$ cat src/rtl/approx_adder_err_monitor_if.sv
// ============================================================================
// Module   : approx_adder_err_monitor_if
// Brief    : Operand/result valid-ready channel into the approximate-adder monitor.
// Revision : 1.0
// ============================================================================
`default_nettype none

interface approx_adder_err_monitor_if #(
  parameter int OP_W = 16
);
  logic            in_valid;
  logic            in_ready;
  logic [OP_W-1:0] in_a;
  logic [OP_W-1:0] in_b;
  logic [OP_W:0]   in_approx;

  modport master (output in_valid, in_a, in_b, in_approx, input in_ready);
  modport slave  (input in_valid, in_a, in_b, in_approx, output in_ready);
endinterface

`default_nettype wire

$ cat src/rtl/approx_adder_err_monitor.sv
// ============================================================================
// Module   : approx_adder_err_monitor
// Brief    : Recomputes exact sums of approximate-adder triples and accumulates
//            error-rate / error-distance statistics over a programmed run.
// Revision : 1.0
// ============================================================================
`default_nettype none

module approx_adder_err_monitor #(
  parameter int OP_W  = 16,
  parameter int CNT_W = 32,
  parameter int ACC_W = 48
) (
  input  wire logic                  clk,
  input  wire logic                  rst_n,
  input  wire logic                  start,
  input  wire logic [CNT_W-1:0]      num_samples,
  approx_adder_err_monitor_if.slave  in_if,
  output logic                       busy,
  output logic                       done,
  output logic [CNT_W-1:0]           samples_seen,
  output logic [CNT_W-1:0]           err_count,
  output logic [ACC_W-1:0]           sum_ed,
  output logic [OP_W:0]              max_ed,
  output logic [OP_W-1:0]            worst_a,
  output logic [OP_W-1:0]            worst_b
);

  localparam int c_SUM_W = ((ACC_W > OP_W + 1) ? ACC_W : OP_W + 1) + 1;
  localparam logic [c_SUM_W-1:0] c_ACC_MAX = c_SUM_W'({ACC_W{1'b1}});
  localparam logic [CNT_W-1:0]   c_CNT_ONE = {{(CNT_W-1){1'b0}}, 1'b1};

  typedef enum logic [1:0] {
    ST_IDLE  = 2'd0,
    ST_RUN   = 2'd1,
    ST_DRAIN = 2'd2,
    ST_DONE  = 2'd3
  } state_t;

  state_t r_state, w_state_nxt;

  logic [CNT_W-1:0] r_num, r_seen, r_err;
  logic [ACC_W-1:0] r_sum;
  logic [OP_W:0]    r_max;
  logic [OP_W-1:0]  r_wa, r_wb;

  logic             r_p0_vld;
  logic [OP_W-1:0]  r_p0_a, r_p0_b;
  logic [OP_W:0]    r_p0_approx;
  logic             r_s1_vld;
  logic [OP_W:0]    r_s1_ed;
  logic [OP_W-1:0]  r_s1_a, r_s1_b;

  logic               w_ready, w_xfer, w_last, w_start_ok;
  logic [OP_W:0]      w_exact, w_ed;
  logic [c_SUM_W-1:0] w_sum_wide;
  logic [ACC_W-1:0]   w_sum_sat;

  assign w_ready    = (r_state == ST_RUN) && (r_seen < r_num);
  assign w_xfer     = in_if.in_valid && w_ready;
  assign w_last     = w_xfer && ((r_seen + c_CNT_ONE) == r_num);
  assign w_start_ok = start && (r_state == ST_IDLE);

  assign w_exact = {1'b0, r_p0_a} + {1'b0, r_p0_b};
  assign w_ed    = (w_exact >= r_p0_approx) ? (w_exact - r_p0_approx)
                                            : (r_p0_approx - w_exact);

  // Widen before adding so both a narrow ACC_W and the ed term fit without wrap.
  assign w_sum_wide = c_SUM_W'(r_sum) + c_SUM_W'(r_s1_ed);
  assign w_sum_sat  = (w_sum_wide > c_ACC_MAX) ? {ACC_W{1'b1}} : w_sum_wide[ACC_W-1:0];

  always_ff @(posedge clk or negedge rst_n) begin
    if (!rst_n) r_state <= ST_IDLE;
    else        r_state <= w_state_nxt;
  end

  // DRAIN leaves once stage 0 is empty: the final stats land on that same edge.
  always_comb begin
    w_state_nxt = r_state;
    case (r_state)
      ST_IDLE:  if (start) w_state_nxt = (num_samples == '0) ? ST_DONE : ST_RUN;
      ST_RUN:   if (w_last) w_state_nxt = ST_DRAIN;
      ST_DRAIN: if (!r_p0_vld) w_state_nxt = ST_DONE;
      ST_DONE:  w_state_nxt = ST_IDLE;
      default:  w_state_nxt = ST_IDLE;
    endcase
  end

  always_ff @(posedge clk or negedge rst_n) begin
    if (!rst_n) begin
      r_p0_vld    <= 1'b0;
      r_p0_a      <= '0;
      r_p0_b      <= '0;
      r_p0_approx <= '0;
      r_s1_vld    <= 1'b0;
      r_s1_ed     <= '0;
      r_s1_a      <= '0;
      r_s1_b      <= '0;
    end else begin
      r_p0_vld <= w_xfer;
      if (w_xfer) begin
        r_p0_a      <= in_if.in_a;
        r_p0_b      <= in_if.in_b;
        r_p0_approx <= in_if.in_approx;
      end
      r_s1_vld <= r_p0_vld;
      if (r_p0_vld) begin
        r_s1_ed <= w_ed;
        r_s1_a  <= r_p0_a;
        r_s1_b  <= r_p0_b;
      end
    end
  end

  always_ff @(posedge clk or negedge rst_n) begin
    if (!rst_n) begin
      r_num  <= '0;
      r_seen <= '0;
      r_err  <= '0;
      r_sum  <= '0;
      r_max  <= '0;
      r_wa   <= '0;
      r_wb   <= '0;
    end else if (w_start_ok) begin
      r_num  <= num_samples;
      r_seen <= '0;
      r_err  <= '0;
      r_sum  <= '0;
      r_max  <= '0;
      r_wa   <= '0;
      r_wb   <= '0;
    end else begin
      if (w_xfer) r_seen <= r_seen + c_CNT_ONE;
      if (r_s1_vld) begin
        if (r_s1_ed != '0) r_err <= r_err + c_CNT_ONE;
        r_sum <= w_sum_sat;
        // Strict compare: ties keep the operands of the first occurrence.
        if (r_s1_ed > r_max) begin
          r_max <= r_s1_ed;
          r_wa  <= r_s1_a;
          r_wb  <= r_s1_b;
        end
      end
    end
  end

  assign in_if.in_ready = w_ready;
  assign busy           = (r_state == ST_RUN) || (r_state == ST_DRAIN);
  assign done           = (r_state == ST_DONE);
  assign samples_seen   = r_seen;
  assign err_count      = r_err;
  assign sum_ed         = r_sum;
  assign max_ed         = r_max;
  assign worst_a        = r_wa;
  assign worst_b        = r_wb;

endmodule

`default_nettype wire

$ cat src/flat_wrapper.sv
// flat-port wrapper written by rule: the top's interface ports become plain ports
module approx_adder_err_monitor_flat 
#(
  parameter int OP_W  = 16,
  parameter int CNT_W = 32,
  parameter int ACC_W = 48
)
  (clk, rst_n, start, num_samples, busy, done, samples_seen, err_count, sum_ed, max_ed, worst_a, worst_b, in_if_in_valid, in_if_in_a, in_if_in_b, in_if_in_approx, in_if_in_ready);
  approx_adder_err_monitor_if #(.OP_W(OP_W)) in_if_i ();
  input  wire logic clk;
  input  wire logic rst_n;
  input  wire logic start;
  input  wire logic [CNT_W-1:0] num_samples;
  output logic busy;
  output logic done;
  output logic [CNT_W-1:0] samples_seen;
  output logic [CNT_W-1:0] err_count;
  output logic [ACC_W-1:0] sum_ed;
  output logic [OP_W:0] max_ed;
  output logic [OP_W-1:0] worst_a;
  output logic [OP_W-1:0] worst_b;
  input wire logic [$bits(in_if_i.in_valid)-1:0] in_if_in_valid;
  input wire logic [$bits(in_if_i.in_a)-1:0] in_if_in_a;
  input wire logic [$bits(in_if_i.in_b)-1:0] in_if_in_b;
  input wire logic [$bits(in_if_i.in_approx)-1:0] in_if_in_approx;
  output wire logic [$bits(in_if_i.in_ready)-1:0] in_if_in_ready;
  assign in_if_i.in_valid = in_if_in_valid;
  assign in_if_i.in_a = in_if_in_a;
  assign in_if_i.in_b = in_if_in_b;
  assign in_if_i.in_approx = in_if_in_approx;
  assign in_if_in_ready = in_if_i.in_ready;
  approx_adder_err_monitor #(.OP_W(OP_W), .CNT_W(CNT_W), .ACC_W(ACC_W)) u_core (.clk(clk), .rst_n(rst_n), .start(start), .num_samples(num_samples), .in_if(in_if_i), .busy(busy), .done(done), .samples_seen(samples_seen), .err_count(err_count), .sum_ed(sum_ed), .max_ed(max_ed), .worst_a(worst_a), .worst_b(worst_b));
endmodule
$ cat config.mk
export PLATFORM = sky130hd
export DESIGN_NAME = approx_adder_err_monitor_flat
export DESIGN_NICKNAME = d
export VERILOG_FILES = /design/src/rtl/approx_adder_err_monitor_if.sv /design/src/rtl/approx_adder_err_monitor.sv /design/src/flat_wrapper.sv
export SDC_FILE = /design/constraint.sdc
export NUM_CORES = 1
export LEC_CHECK = 0
export CAP_MARGIN = 20
export CELL_PAD_IN_SITES_DETAIL_PLACEMENT = 1
export CELL_PAD_IN_SITES_GLOBAL_PLACEMENT = 1
export CORE_MARGIN = 2
export CORE_UTILIZATION = 46
export CTS_CLUSTER_SIZE = 24
export DETAILED_ROUTE_END_ITERATION = 8
export PLACE_DENSITY = 0.9
export SYNTH_ARGS = -nofsm -noshare
export SYNTH_HDL_FRONTEND = slang
export SYNTH_SLANG_ARGS = --single-unit
$ cat constraint.sdc
create_clock -name clk -period 9 [get_ports clk]
set_clock_uncertainty 0.2 [all_clocks]
set_input_delay 0.9 -clock clk [delete_from_list [all_inputs] [get_ports clk]]
set_output_delay 0.9 -clock clk [all_outputs]
set_load 0.02 [all_outputs]
# Word level (Yosys, flattened, before mapping)
# Index checks and enable logic that the tools add are counted.
dict set report classes {
  n_div 0
  n_reduce_logical 15
  magnitude_cmp 4
  eq_ne 7
  add_sub_neg 6
  n_shift 0
  n_mux 23
  mul 0
  bitwise_logic 0
}
# op count
set op_table {}
lappend op_table {{2-to-1 mux 32 bit} 5}
lappend op_table {{2-to-1 mux 48 bit} 3}
lappend op_table {{2-to-1 mux 16 bit} 6}
lappend op_table {{2-to-1 mux 17 bit} 4}
lappend op_table {{adder 32 x 1 -> 32 bit (second input constant)} 2}
lappend op_table {{adder 48 x 17 -> 49 bit} 1}
lappend op_table {{> comparator 49 x 48 -> 1 bit (second input constant)} 1}
lappend op_table {{subtractor 17 bit} 2}
lappend op_table {{equality test 32 bit} 1}
lappend op_table {{zero test 32 bit} 1}
lappend op_table {{less-than comparator 32 bit} 1}
lappend op_table {{adder 16 x 16 -> 17 bit} 1}
lappend op_table {{greater-or-equal comparator 17 bit} 1}
lappend op_table {{> comparator 17 bit} 1}
lappend op_table {{nonzero test 17 bit} 1}
lappend op_table {{2-to-1 mux 2 bit} 4}
lappend op_table {{case mux 2 bit (4 select lines)} 1}
lappend op_table {{nonzero test 2 bit} 4}
lappend op_table {{equality test 2 bit (second input constant)} 2}
lappend op_table {{logical AND 1 bit} 4}
lappend op_table {{inequality test 2 bit (second input constant)} 2}
lappend op_table {{AND reduction 2 bit} 2}
lappend op_table {{AND reduction 3 bit} 1}
lappend op_table {{equality test 2 x 1 -> 1 bit (second input constant)} 1}
lappend op_table {{other kinds (3)} 3}
dict set report totals {
  reg_bits 295
  n_memories 0
  ramBits 0
  mem_bits_ro 0
  latchBits 0
  input_bits 85
}

# Longest topological paths before layout
# Gate-level depths: netlist (run 1).
dict set report depth {
  word_depth 6
  mapped_depth 25
}

# Least setup slack after synthesis (run 1)
# OpenSTA, ideal clock, no wires.
dict set report synth_path {
  path_kind {reg-to-reg}
  from {register u_core.r_p0_b[0]}
  to {register u_core.r_s1_ed[9]}
  setup_time_ns 0.125
  arrival_ns 4.650
  stages_incl_launch_ff 23
  path_slack_ns 4.026
  cell_sequence {dfrtp_1 > ha_1 > inv_1 > fa_1 > nor2b_1 > o21ai_0 > a21boi_0 > o21ai_0 > a21oi_1 > a211oi_1 > o21bai_1 > a21oi_1 > o21ai_0 > xor2_1 > ha_1 > nand2_1 > nor3_1 > a41o_1 > o41ai_4 > mux2_1 > a221oi_1 > xnor2_1 > mux2_2}
}
dict set report synth_between {
  elab_chain_len 3
  elab_cells_between_ends 5
}
# element line_no
set synth_rtl {}
lappend synth_rtl {{from (decl)} approx_adder_err_monitor.sv:48} ;# logic [OP_W-1:0] r_p0_a, r_p0_b;
lappend synth_rtl {{from (signal assigned)} approx_adder_err_monitor.sv:103} ;# r_p0_b <= in_if.in_b;
lappend synth_rtl {{adder 16 x 16 -> 17 bit *} approx_adder_err_monitor.sv:64} ;# assign w_exact = {1'b0, r_p0_a} + {1'b0, r_p0_b};
lappend synth_rtl {{subtractor 17 bit, or another cell as far along} approx_adder_err_monitor.sv:66} ;# : (r_p0_approx - w_exact);
lappend synth_rtl {{2-to-1 mux 17 bit *} approx_adder_err_monitor.sv:65} ;# assign w_ed = (w_exact >= r_p0_approx) ? (w_exact - r_p0_approx)
lappend synth_rtl {{to (signal assigned)} approx_adder_err_monitor.sv:108} ;# r_s1_ed <= w_ed;
lappend synth_rtl {{to (decl)} approx_adder_err_monitor.sv:51} ;# logic [OP_W:0] r_s1_ed;
# Every way passes the cells marked *; elsewhere a longest branch is shown, timed or not.
# A chain may end at the register's enable or synchronous reset.

# Final worst setup path (run 1)
dict set report layout_path {
  from {register u_core.r_p0_a[0]}
  to {register u_core.r_s1_ed[12]}
}
dict set report layout_between {
  elab_chain_len 3
  elab_cells_between_ends 5
}
# element line_no
set layout_rtl {}
lappend layout_rtl {{from (decl)} approx_adder_err_monitor.sv:48}
lappend layout_rtl {{from (signal assigned)} approx_adder_err_monitor.sv:102} ;# r_p0_a <= in_if.in_a;
lappend layout_rtl {{adder 16 x 16 -> 17 bit *} approx_adder_err_monitor.sv:64}
lappend layout_rtl {{subtractor 17 bit, or another cell as far along} approx_adder_err_monitor.sv:66}
lappend layout_rtl {{2-to-1 mux 17 bit *} approx_adder_err_monitor.sv:65}
# Marks and branches as above.

==> results of run 1 <==
-- area by class of cell --
type	instances	share of cell area, %
Inverter	124	2.140
Timing Repair Buffer	261	11.95
Clock buffer	52	4.879
Multi-Input combinational cell	1397	43.31
Clock inverter	14	0.8285
Tap cell	511	2.940
Sequential cell	295	33.95
-- sequential cells by signal, summed over array words and instances, names as in the netlist, 2 cells and up --
| register | flops |
|---|---|
| u_core.r_p0_a | 16 |
| u_core.err_count | 32 |
| u_core.worst_a | 16 |
| u_core.r_p0_approx | 17 |
| u_core.r_s1_ed | 17 |
| u_core.r_p0_b | 16 |
| u_core.sum_ed | 48 |
| u_core.r_s1_b | 16 |
| u_core.r_state | 2 |
| u_core.r_num | 32 |
| u_core.max_ed | 17 |
| u_core.worst_b | 16 |
| u_core.r_s1_a | 16 |
| u_core.samples_seen | 32 |
-- path summary, 6_finish.rpt --
path / from / to / slack (ns) / cells after the start
max: u_core.r_p0_a[0] / u_core.r_s1_ed[12] / 2.92 / 25
min: rst_n / u_core.r_num[12] / 0.14 / 1
max reg2reg: u_core.r_p0_a[0] / u_core.r_s1_ed[12] / 2.92 / 25
min reg2reg: u_core.r_num[0] / u_core.r_num[0] / 0.30 / 2
max in group asynchronous: rst_n / u_core.r_s1_ed[5] / 7.06 / 2
min in group clk: u_core.r_num[0] / u_core.r_num[0] / 0.30 / 2
-- per-stage QoR --
stage	worst slack [ns]	cell area, µm²	std cells
6_report	2.920	21750	2654
5_1_grt	2.420	21750	2654
4_1_cts	3.015	21750	2654
3_5_place_dp	3.234	20510	2588
3_3_place_gp	3.532	20490	2586
2_1_floorplan	4.026	17650	1910
-- layer usage --
layer  routed length [µm]  vias up  track usage, %
li1                     -     7127               -
met1                24550     7901           36.86
met2                30000      452           52.61
met3                 3102      128           4.772
met4                 2113        2           10.70
met5                   13        -               0
-- critical path, stage by stage, from the launching register on --
cell,delay (ns)
dfrtp_1,0.39
ha_1,0.22
inv_1,0.08
fa_1,0.42
nor2b_1,0.13
o21ai_0,0.13
a21boi_0,0.33
o21ai_0,0.17
a21oi_1,0.25
a211oi_1,0.15
o21bai_1,0.15
a21oi_1,0.13
o21ai_0,0.48
xor2_1,0.14
ha_1,0.44
nand2_1,0.13
nor3_1,0.21
a41o_1,0.27
nor3_1,0.06
nor2_1,0.19
o41ai_4,0.12
buf_4,0.26
a2111oi_0,0.51
a31oi_1,0.12
xnor2_1,0.17
a21oi_1,0.08
-- power by group --
| part | switching [mW] | internal (mW) |
|---|---|---|
| logic | 1.62 | 1.21 |
| registers | 0.343 | 1.61 |
| clock network | 0.611 | 0.914 |
-- Yosys cell counts, types with 6 or more instances --
cell / instances / area share (%)
dfrtp_1: 295 / 42
nand2_1: 168 / 3.6
o21ai_0: 167 / 4.7
nor2_1: 146 / 3.1
inv_1: 124 / 2.6
ha_1: 122 / 8.7
nand3_1: 99 / 2.8
a21oi_1: 88 / 2.5
xor2_1: 74 / 3.7
mux2_2: 66 / 4.2
xnor2_1: 61 / 3.0
clkbuf_1: 59 / 1.3
nand4_1: 41 / 1.5
nor3_1: 38 / 1.1
and3_1: 31 / 1.1
a21o_1: 29 / 1.2
a31oi_1: 28 / 0.99
a211oi_1: 22 / 0.94
and2_1: 16 / 0.57
buf_2: 16 / 0.45
nor2b_1: 16 / 0.57
nor4_1: 15 / 0.53
o21a_1: 14 / 0.60
buf_1: 13 / 0.28
mux2i_1: 13 / 0.74
or3_1: 11 / 0.39
nand2b_1: 10 / 0.35
o211ai_1: 9 / 0.38
a311oi_1: 7 / 0.35
and4_1: 7 / 0.35
a211o_1: 6 / 0.30
o31ai_1: 6 / 0.26
or2_2: 6 / 0.21
-- logic make-up after synthesis --
group           after synthesis  synth area share (%)
flops                       295                 41.84
compound gates              428                 14.93
fa+ha+maj                   126                 9.104
mux                          81                 5.098
buf+inv                     218                 4.871
xor+xnor                    135                 6.701
simple gates                627                 17.46
==> results.yml, run 1 <==
outcome:
  status: "finished, final reports clean"
setup_path:
  path_max_fanout: 27
  crit_path_end_kind: "register"
  worstSetupStartpointType: "register"
  path_class: "reg -> reg"
  crit_required_ns: 9.17
  worstPathArrival_ns: 6.25
clock_tree:
  cts.clk_slew.worst_paths_ns: 0.06
  cts_root_buf: "clkbuf_16"
  h-tree-depth: 2
  cts_setup_buffers: 0
  clk_latency_ns: 0.54
  cts_tree: "built"
  cts_sinks: 295
  clk_path_buf_depth: 3
  cts_buffers: 36
  postCtsHoldBufs: 0
  ctsResizeCount: 0
global_route:
  gr-total-overflow: 0
  grt_usage_pct: 29.80
  grt_pass1_vias: 16810
  grt_pass1_wl_um: 93380
  grt_max_degree: 155
  grt_antenna_before_repair: 1
synth:
  synth-edff-count: 0
  async_flop_share_pct: 100.0
  ys_ff_latch: 295
  synth_area_um2: 17650
  ys_types: 74
  synth_area_per_cell_um2: 9.239
  synthFlopType: "dfrtp_1"
  syn_inst: 1910
  yosysWarnings: 0
  syn_nets: 2121
  yosysSeqAreaShare_pct: 41.84
finish:
  layout-area-overhead-vs-synth_pct: 23.24
  mostFrequentLayoutCells: "dfrtp_1 (294), clkdlybuf4s50_1 (247), o21ai_0 (167), nand2_1 (167), nor2_1 (146)"
  antenna_cells: 0
  final_common_cell: "dfrtp_1"
  nets: 2326
  ff_latch_area_um2: 7383
  multi_input_area_um2: 9419
  final_core_util_pct: 57.60
  drive_gt1_share_pct: 7.933
  final.fill_count: 4252
power:
  irDropWorstVdd_mv: 0.1813
  leakagePower_nw: 9.802
  power_mw: 6.302
  powerDensity_nw_per_um2: 289.8
timing:
  maxSlewHeadroom_pct: 28.76
  fin_crit_sh_pct: 67.56
  finalSetupViolCount: 0
  fin_setup_tns_ns: 0
  max_freq_mhz: 164.5
  min_period_ns: 6.080
  slew_viol_final: 0
  rsz0062_at_grt: "false"
  hold_violations: 0
  worst_slew_pin_slew_ns: 1.069
  whs_ns: 0.1412
flow_run:
  cap_violations: 0
routing:
  dr.pass1.iters: 4
  wl_um: 59780
  ant_nets: 0
  num_vias: 15610
  drt-initial-drc-count: 830
  wl_per_cell_um: 22.52
  vias_per_cell: 5.882
  drc: 0
floorplan:
  die_w_um: 199.9
  dieHeight_um: 199.9
  core_um2: 37760
  ios: 249
  die-area_um2: 39940
  rows: 71
  start_util_pct: 46.74
place:
  gp_congestion: 0.9036
  portBuffers: 248
  hpwl_um: 42280
hold_path:
  hold_class: "in -> async"
Note: power is estimated with default switching activity, not from simulation.
==> inputs of run 2 (changes only) <==
--- a/config.mk
+++ b/config.mk
@@ -9,10 +9,10 @@
 export CELL_PAD_IN_SITES_DETAIL_PLACEMENT = 1
 export CELL_PAD_IN_SITES_GLOBAL_PLACEMENT = 1
 export CORE_MARGIN = 2
-export CORE_UTILIZATION = 46
+export CORE_UTILIZATION = 39
 export CTS_CLUSTER_SIZE = 24
 export DETAILED_ROUTE_END_ITERATION = 8
-export PLACE_DENSITY = 0.9
+export PLACE_DENSITY = 0.81
 export SYNTH_ARGS = -nofsm -noshare
 export SYNTH_HDL_FRONTEND = slang
 export SYNTH_SLANG_ARGS = --single-unit
==> constraint.sdc (replaced) <==
create_clock -name clk -period 5 [get_ports clk]
set_clock_uncertainty 0.2 [all_clocks]
set_input_delay 0.5 -clock clk [delete_from_list [all_inputs] [get_ports clk]]
set_output_delay 0.5 -clock clk [all_outputs]
set_load 0.02 [all_outputs]
==> run 2 against run 1 <==
Effect of this change: critical path depth shrank 2; cell count grew 5.0%; maximum frequency grew 21%; die area grew 18%; global-route usage shrank 5.5 points; first-iteration DRC count grew 44%; count of clock-buffer cells in the layout grew 2; sequential cell count is the same; the run now ends with negative setup slack left; sequential power grew 78%; setup slack lost 2.9 ns; total power grew 83%; register-to-register slack lost 2.9 ns; critical endpoint is now u_core.r_s1_ed[9].
==> results.yml, run 2 (synthesis results as in run 1) <==
outcome:
  status: "complete, but fails checks"
  violations: "negative setup slack"
routing:
  dr.pass1.iters: 7
  num_vias: 15650
  drc: 0
  vias_per_cell: 5.616
  drt-initial-drc-count: 1193
  ant_nets: 0
  wl_per_cell_um: 20.71
  wl_um: 57720
setup_path:
  path_max_fanout: 4
  crit_required_ns: 5.24
  worstSetupStartpointType: "register"
  crit_path_cell_trace: "ha_2 > inv_2 > fa_2 > nor2b_4 > o21ai_2 > a21boi_2 > o21ai_2 > buf_4 > nand2b_1 > xor2_1 > ha_1 > buf_4 > a21oi_1 > o211ai_1 > o41ai_2 > buf_4 > o21ai_2 > o41ai_4 > buf_4 > mux2_4 > a221oi_4 > xnor2_1 > mux2_2"
  path_class: "reg -> reg"
  slowest_stage: "fa_2"
  cpPeakStageDelay_ns: 0.38
  crit_path_end_kind: "register"
  path_common_cell: "buf_4"
  worstPathArrival_ns: 5.26
  crit_buf_inv: 5
  path_delay_family: "compound AO/OA/AOI/OAI gates"
place:
  gp_congestion: 0.8867
  pre_cts_ws_ns: -0.4096
  portBuffers: 248
  hpwl_um: 42280
power:
  irDropWorstVdd_mv: 0.3082
  clockPowerShare_pct: 23.1
  swShare_pct: 40.10
  switching_power_mw: 4.634
  leakagePower_nw: 10.12
  seqPwrFrac_pct: 30.0
  powerDensity_nw_per_um2: 514.1
  p_comb_share_pct: 46.8
  internal_power_mw: 6.922
global_route:
  grt_max_degree: 108
  gr-total-overflow: 0
  grt_pass1_wl_um: 91210
  grt_usage_pct: 24.32
  grt_pass1_vias: 16490
  grt_antenna_before_repair: 0
clock_tree:
  clk_path_buf_depth: 3
  cts_root_buf: "clkbuf_16"
  cts_buffers: 37
  clk_latency_ns: 0.55
  cts_sinks: 295
  cts.clk_slew.worst_paths_ns: 0.06
  cts_tree: "built"
  h-tree-depth: 2
timing:
  worst_slack_ns: -0.02419
  fin_crit_sh_pct: 100.5
  hold_violations: 0
  min_period_ns: 5.024
  rsz0062_at_grt: "true"
  finalSetupViolCount: 1
  worst_slew_pin_slew_ns: 0.9902
  max_freq_mhz: 199.0
  maxSlewHeadroom_pct: 33.48
  whs_ns: 0.3051
  slew_viol_final: 0
floorplan:
  start_util_pct: 39.73
  die_w_um: 216.7
  ios: 249
  core_um2: 44410
  rows: 77
  die-area_um2: 46960
  dieHeight_um: 216.7
hold_path:
  hold_class: "reg -> reg"
finish:
  drive_gt1_share_pct: 11.66
  largest_reg_flops: 48
  final_common_cell: "dfrtp_1"
  antenna_cells: 0
  final_core_util_pct: 50.61
  nets: 2381
  mostFrequentLayoutCells: "dfrtp_1 (294), clkdlybuf4s50_1 (247), nand2_1 (165), o21ai_0 (161), nor2_1 (146)"
  layout-area-overhead-vs-synth_pct: 27.38
flow_run:
  cap_violations: 0
[run 2: cell type report]
type	instances	area, µm²
Inverter	124	465.4
Multi-Input combinational cell	1397	9613
Fill cell	5008	21940
Sequential cell	295	7383
Clock buffer	54	1110
Tap cell	592	740.7
Timing Repair Buffer	315	3067
Clock inverter	10	97.59
[run 2: what timing repair did]
| item | CTS | global route |
|---|---|---|
| gates cloned | 0 | 0 |
| hold buffers | 1 | 0 |
| hold endpoints to repair | 105 | 0 |
| resized for setup | 23 | 32 |
| setup buffers | 8 | 12 |
| pin swaps | 12 | 27 |
| endpoints found under the setup margin | 16 | 15 |
[run 2: stage by stage]
stage | instance area (µm²) | total power [mW] | std cells | TNS, ns
6_report | 22480 | 11.56 | 2787 | -0.02419
5_1_grt | 22480 | 12.33 | 2787 | -2.449
4_1_cts | 22250 | 11.49 | 2777 | 0
3_5_place_dp | 20920 | 8.660 | 2704 | -3.597
3_3_place_gp | 20920 | 8.406 | 2704 | -0.1428
2_1_floorplan | 17650 | 6.608 | 1910 | 0
[run 2: metal layers]
metal  vias up  GRT usage, %  wire length, µm
li1       7231             -                -
met1      7878         30.71            24420
met2       428         41.59            28280
met3       115         4.491             3047
met4         0         8.744             1964
met5         -             0                0
[run 2: path summary, 6_finish.rpt]
kind | depth (start not counted) | startpoint | end | slack [ns]
worst max-delay path | 23 | u_core.r_p0_b[0] | u_core.r_s1_ed[9] | -0.02
worst min-delay path | 2 | u_core.worst_b[12] | u_core.worst_b[12] | 0.31
worst max register to register | 23 | u_core.r_p0_b[0] | u_core.r_s1_ed[9] | -0.02
worst min register to register | 2 | u_core.worst_b[12] | u_core.worst_b[12] | 0.31
max in group asynchronous | 3 | rst_n | u_core.sum_ed[5] | 3.20
min in group asynchronous | 2 | rst_n | u_core.r_num[6] | 0.33
[run 2: worst register-to-register path, delay by kind of cell, from the launching register on]
kind / cells / cell delay [ns]
AO/OA/AOI/OAI: 9 / 1.60
AND/OR/NAND/NOR: 2 / 0.22
XOR/XNOR: 2 / 0.35
flip-flops: 1 / 0.36
adder cells (fa/ha/maj): 3 / 0.88
multiplexers: 2 / 0.59
buffers and inverters: 5 / 0.70
[run 2: power groups by stage]
stage               logic, mW  registers (mW)  clock network (mW)
finish                   5.41            3.47                2.67
global route             5.95            3.55                2.83
CTS                      5.27            3.47                2.75
detailed placement       5.15            3.51                   0
global placement         4.93            3.47                   0
floorplan                2.92            3.68                   0
